`config.mk`:
```
export PLATFORM = sky130hd
export DESIGN_NAME = fp_sign_exec
export DESIGN_NICKNAME = d
export VERILOG_FILES = /design/src/rtl/fp_sign_pkg.sv /design/src/rtl/fp_class.sv /design/src/rtl/fp_sign_exec.sv
export SDC_FILE = /design/constraint.sdc
export NUM_CORES = 1
export LEC_CHECK = 0
export CAP_MARGIN = 20
export CELL_PAD_IN_SITES_DETAIL_PLACEMENT = 0
export CELL_PAD_IN_SITES_GLOBAL_PLACEMENT = 1
export CORE_MARGIN = 4
export CORE_UTILIZATION = 36
export DETAILED_ROUTE_END_ITERATION = 16
export GPL_TIMING_DRIVEN = 0
export MAX_ROUTING_LAYER = met4
export PLACE_DENSITY_LB_ADDON = 0.1
export SETUP_SLACK_MARGIN = 0.5
export SYNTH_ARGS = -nofsm -noshare
export SYNTH_HDL_FRONTEND = slang
export SYNTH_SLANG_ARGS = --single-unit
```
`constraint.sdc`:
```
create_clock -name clk -period 1.7 [get_ports clk]
set_input_delay 0.34 -clock clk [delete_from_list [all_inputs] [get_ports clk]]
set_output_delay 0.34 -clock clk [all_outputs]
set_load 0.01 [all_outputs]
```
`src/rtl/fp_sign_pkg.sv`:
```
// Shared definitions for the single-precision sign-injection / classify unit:
// op encodings, FCLASS bit positions, field widths and the sign-injection helper.
package fp_sign_pkg;

    localparam int FP_W     = 32;
    localparam int EXP_W    = 8;
    localparam int MAN_W    = 23;
    localparam int SIGN_BIT = FP_W - 1;
    localparam int CLASS_W  = 10;

    localparam logic [1:0] OP_FSGNJ  = 2'b00;
    localparam logic [1:0] OP_FSGNJN = 2'b01;
    localparam logic [1:0] OP_FSGNJX = 2'b10;
    localparam logic [1:0] OP_FCLASS = 2'b11;

    localparam int CLS_NEG_INF  = 0;
    localparam int CLS_NEG_NORM = 1;
    localparam int CLS_NEG_SUB  = 2;
    localparam int CLS_NEG_ZERO = 3;
    localparam int CLS_POS_ZERO = 4;
    localparam int CLS_POS_SUB  = 5;
    localparam int CLS_POS_NORM = 6;
    localparam int CLS_POS_INF  = 7;
    localparam int CLS_SNAN     = 8;
    localparam int CLS_QNAN     = 9;

    typedef struct packed {
        logic [FP_W-1:0] rs1;
        logic [FP_W-1:0] rs2;
        logic [1:0]      op;
    } fp_req_t;

    // Only the sign bit is rewritten, so NaN payloads travel through untouched.
    function automatic logic [FP_W-1:0] sign_inject(input logic [1:0]      op,
                                                    input logic [FP_W-1:0] a,
                                                    input logic [FP_W-1:0] b);
        logic sgn;
        case (op)
            OP_FSGNJ:  sgn = b[SIGN_BIT];
            OP_FSGNJN: sgn = ~b[SIGN_BIT];
            OP_FSGNJX: sgn = a[SIGN_BIT] ^ b[SIGN_BIT];
            default:   sgn = a[SIGN_BIT];
        endcase
        return {sgn, a[FP_W-2:0]};
    endfunction

endpackage

```
`src/rtl/fp_class.sv`:
```
// Combinational single-precision classifier producing a 10-bit one-hot class
// vector in the FCLASS.S bit order.
module fp_class
    import fp_sign_pkg::*;
(
    input  logic [FP_W-1:0]    operand,
    output logic [CLASS_W-1:0] fclass
);

    logic             sign_s;
    logic [EXP_W-1:0] exp_s;
    logic [MAN_W-1:0] man_s;

    assign sign_s = operand[SIGN_BIT];
    assign exp_s  = operand[FP_W-2:MAN_W];
    assign man_s  = operand[MAN_W-1:0];

    // Decode exponent/mantissa into exactly one class bit; mantissa MSB separates quiet from signalling NaN.
    always_comb begin
        fclass = {CLASS_W{1'b0}};
        if (exp_s == {EXP_W{1'b1}}) begin
            if (man_s == {MAN_W{1'b0}}) begin
                if (sign_s) begin
                    fclass[CLS_NEG_INF] = 1'b1;
                end else begin
                    fclass[CLS_POS_INF] = 1'b1;
                end
            end else if (man_s[MAN_W-1]) begin
                fclass[CLS_QNAN] = 1'b1;
            end else begin
                fclass[CLS_SNAN] = 1'b1;
            end
        end else if (exp_s == {EXP_W{1'b0}}) begin
            if (man_s == {MAN_W{1'b0}}) begin
                if (sign_s) begin
                    fclass[CLS_NEG_ZERO] = 1'b1;
                end else begin
                    fclass[CLS_POS_ZERO] = 1'b1;
                end
            end else if (sign_s) begin
                fclass[CLS_NEG_SUB] = 1'b1;
            end else begin
                fclass[CLS_POS_SUB] = 1'b1;
            end
        end else if (sign_s) begin
            fclass[CLS_NEG_NORM] = 1'b1;
        end else begin
            fclass[CLS_POS_NORM] = 1'b1;
        end
    end

endmodule

```
`src/rtl/fp_sign_exec.sv`:
```
// Two-stage valid/ready execution unit for FSGNJ.S / FSGNJN.S / FSGNJX.S and,
// when FP_SIGN_EXEC_FCLASS_EN is defined, FCLASS.S; keeps a completion counter.
module fp_sign_exec
    import fp_sign_pkg::*;
#(
    parameter int TAG_W = 4
) (
    input  logic             clk,
    input  logic             rst_n,
    input  logic             in_valid,
    output logic             in_ready,
    input  logic [31:0]      in_rs1,
    input  logic [31:0]      in_rs2,
    input  logic [1:0]       in_op,
    input  logic [TAG_W-1:0] in_tag,
    output logic             out_valid,
    input  logic             out_ready,
    output logic [31:0]      out_rd,
    output logic [TAG_W-1:0] out_tag,
    output logic             out_illegal,
    output logic             busy,
    output logic [15:0]      op_count
);

    logic             s1_v_r;
    fp_req_t          s1_req_r;
    logic [TAG_W-1:0] s1_tag_r;

    logic             s2_v_r;
    logic [FP_W-1:0]  s2_rd_r;
    logic [TAG_W-1:0] s2_tag_r;
    logic             s2_ill_r;

    logic [15:0]      op_count_r;

    logic             s2_free_s;
    logic             in_ready_s;
    logic             out_hs_s;
    logic [FP_W-1:0]  rd_s;
    logic             ill_s;

    assign s2_free_s  = !s2_v_r || out_ready;
    assign in_ready_s = !s1_v_r || s2_free_s;
    assign out_hs_s   = s2_v_r && out_ready;

`ifdef FP_SIGN_EXEC_FCLASS_EN
    logic [CLASS_W-1:0] class_s;

    fp_class u_fp_class (
        .operand (s1_req_r.rs1),
        .fclass  (class_s)
    );
`endif

    // Result selection for the operation sitting in S1.
    always_comb begin
        rd_s  = {FP_W{1'b0}};
        ill_s = 1'b0;
        case (s1_req_r.op)
            OP_FCLASS: begin
`ifdef FP_SIGN_EXEC_FCLASS_EN
                rd_s  = {{(FP_W-CLASS_W){1'b0}}, class_s};
                ill_s = 1'b0;
`else
                rd_s  = s1_req_r.rs1;
                ill_s = 1'b1;
`endif
            end
            default: begin
                rd_s  = sign_inject(s1_req_r.op, s1_req_r.rs1, s1_req_r.rs2);
                ill_s = 1'b0;
            end
        endcase
    end

    // S1: capture a new request whenever the stage is empty or emptying this cycle.
    always_ff @(posedge clk or negedge rst_n) begin
        if (!rst_n) begin
            s1_v_r   <= 1'b0;
            s1_req_r <= '0;
            s1_tag_r <= {TAG_W{1'b0}};
        end else if (in_ready_s) begin
            s1_v_r <= in_valid;
            if (in_valid) begin
                s1_req_r.rs1 <= in_rs1;
                s1_req_r.rs2 <= in_rs2;
                s1_req_r.op  <= in_op;
                s1_tag_r     <= in_tag;
            end
        end
    end

    // S2: hold the result stable under backpressure, reload when it drains.
    always_ff @(posedge clk or negedge rst_n) begin
        if (!rst_n) begin
            s2_v_r   <= 1'b0;
            s2_rd_r  <= {FP_W{1'b0}};
            s2_tag_r <= {TAG_W{1'b0}};
            s2_ill_r <= 1'b0;
        end else if (s2_free_s) begin
            s2_v_r <= s1_v_r;
            if (s1_v_r) begin
                s2_rd_r  <= rd_s;
                s2_tag_r <= s1_tag_r;
                s2_ill_r <= ill_s;
            end
        end
    end

    // Completion counter, wraps naturally at 16 bits.
    always_ff @(posedge clk or negedge rst_n) begin
        if (!rst_n) begin
            op_count_r <= 16'd0;
        end else if (out_hs_s) begin
            op_count_r <= op_count_r + 16'd1;
        end
    end

    assign in_ready    = in_ready_s;
    assign out_valid   = s2_v_r;
    assign out_rd      = s2_rd_r;
    assign out_tag     = s2_tag_r;
    assign out_illegal = s2_ill_r;
    assign busy        = s1_v_r || s2_v_r;
    assign op_count    = op_count_r;

endmodule

```
==> metrics.csv, run 1 <==
stage;metric;value;unit
status;status;complete, but fails checks;
status;failing checks;negative hold slack;
cells_and_area;most frequent cells in the layout;dfrtp_1 (91), mux2_4 (45), buf_2 (42);
place;dpl ws;-389;ps
setup_path;Worst Reg-to-Reg Cells;5;
floorplanning;Die Y;109;um
yosys;post-synthesis cell type count;27;
sta;skew final;15.2;ps
route;routed via count;2497;
route;DRT iter0 DRCs;38;
cells_and_area;ant diodes;0;
power_and_ir_drop;combinational group share of total power;0.341;
global_routing;first-pass GRT wire length;12.7;mm
clocking;Num CTS Buffers;9;
sta;worst relative slew slack;0.662;
sta;Slew Viols, Final;0;
cells_and_area;sequential cell area;2360;um^2
global_routing;largest net degree at the start of global routing;59;
setup_path;Max FO, Critical Path;5;
yosys;post-synthesis sequential area ratio;0.638;
yosys;Synth area leaders;dfrtp_1 (64%), mux2_2 (23%), xor2_1 (2.1%), xnor2_1 (1.4%), nor4_4 (1.2%);
clocking;CTS tree;yes;
route;1st-pass router iterations;4;
yosys;async set-reset flop share out of synthesis;1.00;
global_routing;initial antenna violation count;0;
route;WL per Instance;15.7;um
floorplanning;Starting Density;0.374;
route;DRT antenna net count;0;
yosys;Synth Warn #;0;
power_and_ir_drop;Psw;1870;uW
cells_and_area;Area growth syn-to-layout;58.1;%
route;Routed Wire Length;8.58;mm
setup_path;Critical R2R Capture;op_count[13];
place;PortBufs;98;
sta;final setup fails;0;
setup_path;crit path kind;reg -> reg;
power_and_ir_drop;internal power;4640;uW
setup_path;r2r setup slk;200;ps
setup_path;Req. time, crit path;1980;ps
place;Post-DP HPWL;5.11;mm
route;DRC;0;
cells_and_area;Util after Layout;0.591;
sta;Min Hold Slack;-55.4;ps
sta;Final Hold Fails;36;
global_routing;vias in the first global route;2594;
setup_path;Worst R2R Start;out_valid;
yosys;area leader, netlist;dfrtp_1;
yosys;Avg Cell Area, Syn;15.4;um^2
setup_path;crit end category;flop;
cells_and_area;commonest non-fill, non-tap cell in the layout;dfrtp_1;
power_and_ir_drop;Clk pwr share;0.204;
power_and_ir_drop;Peak supply drop;0.580;mV
floorplanning;die area;11900;um^2
sta;Slew @ Worst Pin;507;ps
yosys;Main synth FF type;dfrtp_1;
setup_path;Worst Path Arrival;1780;ps
setup_path;CP startpoint kind;flop;
yosys;number of flops mapped to enable cells by yosys;0;
floorplanning;Site Rows;36;
global_routing;total gr overflow;0;
clocking;Sink Count;94;
yosys;Seq cells post-synth;94;
cells_and_area;FILL cells;824;
clocking;htree depth;3;
cells_and_area;share of post-route cells with drive strength above 1;0.585;
cells_and_area;fin nets;484;
sta;minimum clock period;1500;ps
yosys;Post-Syn Instances;240;
sta;Max Clk Rate;0.667;GHz
route;DR vias/cell;4.56;
yosys;Yosys top cell area share;0.638;
yosys;Synth Cell Area;3690;um^2
place;placed cells;472;
floorplanning;# IOs;130;
power_and_ir_drop;Seq pwr share;0.455;
clocking;Root Buffer;clkbuf_8;
clocking;insertion delay to the later sink of the worst-skew pair;350;ps
power_and_ir_drop;P_leak;0.00285;uW
global_routing;GRT Total Usage;0.144;
clocking;Clock transition at path regs;100;ps
min_path;Min-Delay Path Class;in -> async;
clocking;clk buf depth;2;
flow_run;Maximum Capacitance Violations;0;
sta;final setup margin;201;ps
sta;fin crit share;0.882;
yosys;total nets after synthesis;315;
power_and_ir_drop;Cell Pwr Density;1120;nW/um^2
cells_and_area;Finished Layout Cells;547;
floorplanning;Die Span X;109;um
sta;RSZ-0062 raised after global routing;yes;
floorplanning;Core Area;9860;um^2
cells_and_area;area of the multi-input gates;1570;um^2
power_and_ir_drop;Net Sw Frac;0.288;
place;RePlAce Congestion;0.725;
## cell usage after synthesis, types with 2 or more instances
library cell / count
and3_1: 3
nand2_1: 9
nand2b_1: 5
o21ai_0: 2
buf_6: 2
buf_2: 5
dfrtp_1: 94
xnor2_1: 6
nand3_1: 6
xor2_1: 9
nor4_4: 2
nor2_1: 5
nor3_1: 3
mux2_2: 75
inv_1: 2
## final cells by class
type | instances | area share
Buffer | 8 | 0.0232
Clock buffer | 10 | 0.0219
Clock inverter | 6 | 0.00773
Inverter | 2 | 0.00129
Multi-Input combinational cell | 136 | 0.270
Sequential cell | 94 | 0.404
Tap cell | 133 | 0.0285
Timing Repair Buffer | 158 | 0.243
## through the flow
step	total power [uW]	area, um^2	TNS [ps]
2_1_floorplan	3760	3820	0
3_3_place_gp	4670	4960	-320360
3_5_place_dp	4700	4990	-19740
4_1_cts	6180	5430	0
5_1_grt	6890	5830	0
6_report	6510	5830	0
## critical path, stage by stage (launching register included)
cell	delay (ps)
dfrtp_2	410
buf_6	140
nand2_4	60
or3_4	450
nor3_2	210
xor2_1	160
## worst max path at each step
stage,startpoint,endpoint,cells past startpoint
final,out_valid,op_count[13],5
after floorplan,out_valid,s1_req_r[0],5
after global placement,rst_n,out_valid,1
after CTS,out_valid,busy,2
after global routing,out_valid,op_count[15],5
after detailed placement,out_ready,s1_req_r[59],5
## timing repair
item,CTS,global route
endpoints found under the hold margin,36,36
setup endpoints to repair,143,144
resized for setup,276,41
pin swaps,4,13
setup buffers,36,18
cloned,1,4
## routing by layer
layer,track usage,wire length (um)
met1,0.187,3910
met2,0.221,4100
met3,0.0314,449
met4,0.0579,123
met5,-,0
## registers in the layout, summed over array words and instances (netlist names)
name,flops
op_count,16
out_illegal,1
out_rd,32
out_tag,4
out_valid,1
s1_req_r,35
s1_tag_r,4
s1_v_r,1
## power groups by stage
stage                     Sequential [uW]  Combinational, uW  Clock, uW
after detailed placement             3020               1680          0
after CTS                            2940               1850       1390
after global routing                 3020               2380       1480
after global placement               3010               1660          0
final                                2960               2220       1330
after floorplan                      3110                648          0
## logic make-up (layout without fill, tap and decap cells)
group,count (synthesis),in the layout,share of synthesized area
flip-flops,94,94,0.638
multiplexers,75,75,0.229
AND/OR/NAND/NOR,42,42,0.0730
XOR/XNOR,15,15,0.0356
buffers and inverters,10,184,0.0170
AO/OA/AOI/OAI,3,3,0.00407
adder cells (fa/ha/maj),1,1,0.00339
Power figures use the tool's default switching activity.
==> run 2, diff against run 1 <==
--- a/config.mk
+++ b/config.mk
@@ -5,7 +5,6 @@
 export SDC_FILE = /design/constraint.sdc
 export NUM_CORES = 1
 export LEC_CHECK = 0
-export CAP_MARGIN = 20
 export CELL_PAD_IN_SITES_DETAIL_PLACEMENT = 0
 export CELL_PAD_IN_SITES_GLOBAL_PLACEMENT = 1
 export CORE_MARGIN = 4
@@ -18,3 +17,4 @@
 export SYNTH_ARGS = -nofsm -noshare
 export SYNTH_HDL_FRONTEND = slang
 export SYNTH_SLANG_ARGS = --single-unit
+export TNS_END_PERCENT = 50
==> run 2 against run 1 <==
The flow still finishes with violations (negative hold slack). Clock skew is 4.1 ps lower. Critical path depth is 3 lower. Worst setup slack better by 31 ps. Maximum frequency is 2.1% higher. Combinational power is 20% lower. Routed wire length is 10% lower. Cell area is 6.8% lower. Critical endpoint is now busy. Highest routed layer unchanged.
==> metrics.csv, run 2 (synthesized netlist as in run 1, its figures left out) <==
stage;metric;value;unit;change
floorplanning;Core Area;9860;um^2;unchanged
global_routing;largest net degree at the start of global routing;54;;-8.5%
clocking;insertion delay to the later sink of the worst-skew pair;350;ps;about the same
place;RePlAce Congestion;0.745;;+2.7%
clocking;clk buf depth;2;;unchanged
cells_and_area;fin nets;452;;-6.6%
global_routing;initial antenna violation count;0;;unchanged
cells_and_area;ant diodes;0;;unchanged
setup_path;crit path kind;reg -> out;;
global_routing;total gr overflow;0;;unchanged
floorplanning;Site Rows;36;;unchanged
power_and_ir_drop;P_leak;0.00259;uW;-9.2%
global_routing;vias in the first global route;2381;;-8.2%
setup_path;Req. time, crit path;1360;ps;-620 ps
clocking;Root Buffer;clkbuf_8;;
setup_path;r2r setup slk;250;ps;+50 ps
floorplanning;die area;11900;um^2;unchanged
cells_and_area;Util after Layout;0.551;;-0.0402
cells_and_area;Most flops, register;s1_req_r;;
place;Post-DP HPWL;5.17;mm;+1.1%
sta;final setup fails;0;;unchanged
global_routing;first-pass GRT wire length;12.0;mm;-5.8%
floorplanning;# IOs;130;;unchanged
sta;Slew @ Worst Pin;555;ps;+48.2 ps
floorplanning;Die Span X;109;um;unchanged
clocking;CTS tree;yes;;
sta;Max Clk Rate;0.682;GHz;+2.1%
route;DRC;0;;unchanged
place;dpl ws;-388;ps;+0.891 ps
floorplanning;Die Y;109;um;unchanged
floorplanning;Starting Density;0.374;;unchanged
route;DRT iter0 DRCs;48;;+26%
cells_and_area;Largest register FFs;35;;unchanged
cells_and_area;commonest non-fill, non-tap cell in the layout;dfrtp_1;;
setup_path;Worst Path Arrival;1130;ps;-650 ps
global_routing;GRT Total Usage;0.136;;-0.00813
clocking;htree depth;3;;unchanged
route;DR vias/cell;4.60;;+0.67%
clocking;Num CTS Buffers;9;;unchanged
place;PortBufs;98;;unchanged
sta;skew final;11.1;ps;-4.09 ps
route;DRT antenna net count;0;;unchanged
setup_path;Max FO, Critical Path;5;;unchanged
sta;fin crit share;0.863;;-0.0185
sta;final setup margin;233;ps;+31.4 ps
sta;worst relative slew slack;0.630;;-0.0321
sta;Min Hold Slack;-25.9;ps;+29.5 ps
sta;minimum clock period;1470;ps;-31.4 ps
sta;RSZ-0062 raised after global routing;yes;;
setup_path;CP startpoint kind;flop;;
power_and_ir_drop;Peak supply drop;0.600;mV;+3.5%
sta;Slew Viols, Final;0;;unchanged
setup_path;crit end category;output port;;
cells_and_area;most frequent cells in the layout;dfrtp_1 (92), mux2_2 (40), clkdlybuf4s50_1 (40);;
setup_path;Worst R2R Start;out_valid;;
min_path;Min-Delay Path Class;in -> async;;
route;Routed Wire Length;7.71;mm;-10%
cells_and_area;share of post-route cells with drive strength above 1;0.499;;-0.0859
clocking;Clock transition at path regs;90;ps;about the same
route;routed via count;2362;;-5.4%
setup_path;Worst Reg-to-Reg Cells;5;;unchanged
power_and_ir_drop;Cell Pwr Density;1180;nW/um^2;+5.9%
clocking;Sink Count;94;;unchanged
sta;Final Hold Fails;34;;-5.6%
status;failing checks;negative hold slack;;
cells_and_area;Area growth syn-to-layout;47.3;%;
route;1st-pass router iterations;4;;unchanged
flow_run;Maximum Capacitance Violations;0;;unchanged
setup_path;Critical R2R Capture;s1_tag_r[0];;
route;WL per Instance;15.0;um;-4.4%
status;status;complete, but fails checks;;
## run 2: changes by cell type in the layout (fill, tap and decap cells not counted), moves of 5 or more
cell / delta
mux2_2: +10
clkbuf_2: +5
mux2_4: -10
dlygate4sd2_1: +9
buf_6: -12
buf_4: -18
buf_2: -11
## run 2: worst max-delay path by stage
| stage | from | endpoint | cells after the start |
|---|---|---|---|
| global placement | rst_n | out_valid | 1 |
| finish | out_valid | busy | 2 |
| global route | out_valid | busy | 2 |
| floorplan | out_valid | s1_req_r[0] | 5 |
| detailed placement | out_ready | s1_req_r[60] | 5 |
| CTS | out_valid | busy | 2 |
## run 2: what timing repair did
item / 4_1_cts / 5_1_grt
setup endpoints to repair: 144 / 144
endpoints found under the hold margin: 41 / 13
resized for setup: 201 / 47
pin swaps: 2 / 4
buffers inserted: 22 / 3
gates cloned: 1 / 1
## run 2: layout make-up
| class | instances | area, um^2 |
|---|---|---|
| fillers | 835 | 4430 |
| flip-flops and latches | 94 | 2350 |
| multi-input cells | 136 | 1450 |
| repair buffers | 126 | 1100 |
| well taps | 133 | 166 |
| clock buffers | 10 | 128 |
| plain buffers | 8 | 119 |
| clock inverters | 5 | 108 |
| inverters | 2 | 7.51 |
## run 2: routing by layer
layer  vias to the layer above  GRT usage  wire length (um)
met5                         -          -                 0
met1                      1187      0.173              3550
met2                        63      0.208              3650
met3                         4     0.0509               475
li1                       1108          -                 -
met4                         0     0.0321                39
## run 2: stage by stage
stage	instances	power, uW	setup TNS (ps)	instance area, um^2
3_5_place_dp	472	4690	-21660	4960
3_3_place_gp	471	4650	-329600	4930
4_1_cts	510	6420	0	5270
2_1_floorplan	240	3750	0	3790
5_1_grt	514	6830	0	5430
6_report	514	6430	0	5430
## run 2: critical path, stage by stage (launching register included)
cell and delay (ps):
dfrtp_2 440, or2_4 240, buf_6 120
## run 2: where the power goes
part | internal [uW] | switching (uW) | total, uW
Sequential | 2680 | 243 | 2920
Clock | 978 | 749 | 1730
Combinational | 1080 | 700 | 1780
Total | 4730 | 1690 | 6430
==> run 3, diff against run 2 <==
--- a/config.mk
+++ b/config.mk
@@ -8,12 +8,14 @@
 export CELL_PAD_IN_SITES_DETAIL_PLACEMENT = 0
 export CELL_PAD_IN_SITES_GLOBAL_PLACEMENT = 1
 export CORE_MARGIN = 4
-export CORE_UTILIZATION = 36
+export CORE_UTILIZATION = 49
 export DETAILED_ROUTE_END_ITERATION = 16
+export DONT_BUFFER_PORTS = 1
 export GPL_TIMING_DRIVEN = 0
 export MAX_ROUTING_LAYER = met4
 export PLACE_DENSITY_LB_ADDON = 0.1
 export SETUP_SLACK_MARGIN = 0.5
+export SKIP_LAST_GASP = 1
 export SYNTH_ARGS = -nofsm -noshare
 export SYNTH_HDL_FRONTEND = slang
 export SYNTH_SLANG_ARGS = --single-unit
==> run 3 against run 2 <==
The flow still finishes with violations (negative hold slack). Largest power group unchanged. Critical endpoint is now s1_req_r[0]. Non-clock buffer count decreased by 120. Critical path type is now reg -> reg. Sequential cell count unchanged. First-iteration DRC count decreased by 6.3%.
==> metrics.csv, run 3 (synthesized netlist as in run 1, its figures left out) <==
stage;metric;value;unit;change
status;status;complete, but fails checks;;
status;failing checks;negative hold slack;;
route;DRT antenna net count;0;;unchanged
setup_path;crit path kind;reg -> reg;;
route;WL per Instance;18.7;um;+24%
sta;final setup margin;108;ps;-124 ps
global_routing;vias in the first global route;2055;;-14%
floorplanning;Core Area;7290;um^2;-26%
cells_and_area;most frequent cells in the layout;dfrtp_1 (84), mux2_2 (50), mux2_4 (25);;
sta;fin crit share;0.936;;+0.0732
floorplanning;Die Span X;94.7;um;-13%
floorplanning;Site Rows;31;;-14%
sta;final setup fails;0;;unchanged
global_routing;initial antenna violation count;0;;unchanged
power_and_ir_drop;internal power;4090;uW;-14%
cells_and_area;Largest register FFs;35;;unchanged
floorplanning;Die Y;94.7;um;-13%
route;DRT iter0 DRCs;45;;-6.3%
sta;Min Hold Slack;-319;ps;-293 ps
clocking;CTS tree;yes;;
place;Post-DP HPWL;4.55;mm;-12%
place;RePlAce Congestion;0.684;;-8.2%
global_routing;met2 Resource Use GR;0.249;;+0.0411
floorplanning;# IOs;130;;unchanged
global_routing;GR Layer Usage met3;0.0566;;+0.00566
cells_and_area;Area growth syn-to-layout;17.0;%;
cells_and_area;Most flops, register;s1_req_r;;
power_and_ir_drop;P_leak;0.00196;uW;-24%
power_and_ir_drop;Clk pwr share;0.286;;+0.017
clocking;insertion delay to the later sink of the worst-skew pair;350;ps;about the same
setup_path;Worst Path Arrival;1820;ps;+690 ps
global_routing;GRT Total Usage;0.164;;+0.0276
cells_and_area;share of post-route cells with drive strength above 1;0.500;;+0.00131
power_and_ir_drop;Net Sw Frac;0.269;;+0.00617
setup_path;Worst R2R Start;out_valid;;
sta;Slew @ Worst Pin;272;ps;-284 ps
power_and_ir_drop;Psw;1510;uW;-11%
clocking;htree depth;3;;unchanged
route;DR vias/cell;5.36;;+17%
clocking;Sink Count;94;;unchanged
cells_and_area;Util after Layout;0.592;;+0.0411
clocking;Root Buffer;clkbuf_8;;
power_and_ir_drop;combinational group share of total power;0.141;;-0.135
power_and_ir_drop;Cell Pwr Density;1300;nW/um^2;+9.6%
clocking;Clock transition at path regs;90;ps;about the same
route;Routed Wire Length;6.73;mm;-13%
clocking;Num CTS Buffers;9;;unchanged
place;Post-DP Area;3910;um^2;-21%
global_routing;largest net degree at the start of global routing;95;;+76%
min_path;Min-Delay Path Class;in -> async;;
flow_run;Maximum Capacitance Violations;0;;unchanged
sta;Max Clk Rate;0.628;GHz;-7.8%
setup_path;Max FO, Critical Path;6;;+1
sta;skew final;8.25;ps;-2.87 ps
cells_and_area;commonest non-fill, non-tap cell in the layout;dfrtp_1;;
power_and_ir_drop;Peak supply drop;0.619;mV;+3.2%
power_and_ir_drop;Seq pwr share;0.573;;+0.118
cells_and_area;final instance area;4320;um^2;-21%
place;dpl ws;23.2;ps;+411 ps
sta;minimum clock period;1590;ps;+124 ps
global_routing;total gr overflow;0;;unchanged
global_routing;M1 GR Usage;0.200;;+0.0265
setup_path;crit end category;flop;;
setup_path;Req. time, crit path;1930;ps;+570 ps
route;1st-pass router iterations;4;;unchanged
setup_path;CP startpoint kind;flop;;
route;routed via count;1934;;-18%
cells_and_area;FILL cells;618;;-26%
power_and_ir_drop;total chip power;5600;uW;-13%
floorplanning;die area;8980;um^2;-25%
sta;RSZ-0062 raised after global routing;yes;;
clocking;clk buf depth;2;;unchanged
setup_path;crit path launch;out_valid;;
cells_and_area;fin nets;332;;-27%
sta;setup TNS;0;ps;unchanged
cells_and_area;ant diodes;0;;unchanged
sta;Slew Viols, Final;0;;unchanged
global_routing;first-pass GRT wire length;10.6;mm;-11%
floorplanning;Starting Density;0.506;;+0.132
global_routing;layer with the highest usage;met2;;
route;DRC;0;;unchanged
place;PortBufs;0;;-100%
sta;Final Hold Fails;94;;+180%
sta;worst relative slew slack;0.818;;+0.188
==> run 3: per-stage QoR <==
| stage | instances | hold slack, ps |
|---|---|---|
| 3_3_place_gp | 339 | 46.5 |
| 4_1_cts | 360 | -345 |
| 6_report | 361 | -319 |
| 5_1_grt | 361 | -347 |
| 3_5_place_dp | 339 | 46.7 |
| 2_1_floorplan | 240 | 44.4 |
==> run 3: metal layers <==
| layer | vias to the layer above | routed length (um) |
|---|---|---|
| met5 | - | 0 |
| met2 | 64 | 3220 |
| li1 | 863 | - |
| met1 | 994 | 2850 |
| met3 | 13 | 543 |
| met4 | 0 | 124 |
==> run 3: path summary, 6_finish.rpt <==
path,endpoint,slack (ps),cells past startpoint
worst max register to register,s1_req_r[0],110,5
min in group clk,s1_v_r,100,1
worst max-delay path,s1_req_r[0],110,5
max in group asynchronous,out_rd[26],1840,0
worst min-delay path,op_count[12],-320,0
worst min register to register,out_tag[3],500,1
==> run 3: worst max-delay path: stages, from the launching register on <==
cell       delay [ps]
dfrtp_2           460
nand3b_1          250
nand2_2           180
buf_8             140
clkbuf_16         150
mux2_4            290
==> run 3: timing repair <==
item                                    4_1_cts  5_1_grt
pin swaps                                     5        2
resized for setup                            30        3
setup buffers                                 4        0
hold endpoints to repair                     94       94
gates cloned                                  1        1
endpoints found under the setup margin       90       95
==> run 3: area by class of cell <==
type	instances	area, um^2	share of cell area
sequential	94	2360	0.548
clock inverter	5	82.6	0.0191
buffer	8	98.8	0.0229
tap	99	124	0.0287
inverter	2	7.51	0.00174
clock buffer	11	141	0.0328
multi-input combinational	136	1410	0.327
timing repair buffer	6	85.1	0.0197
==> run 3: power groups by stage <==
stage	logic [uW]	registers [uW]	clock network, uW
finish	790	3200	1600
global route	867	3270	1750
CTS	788	3220	1660
detailed placement	714	3240	0
global placement	684	3220	0
floorplan	635	3110	0
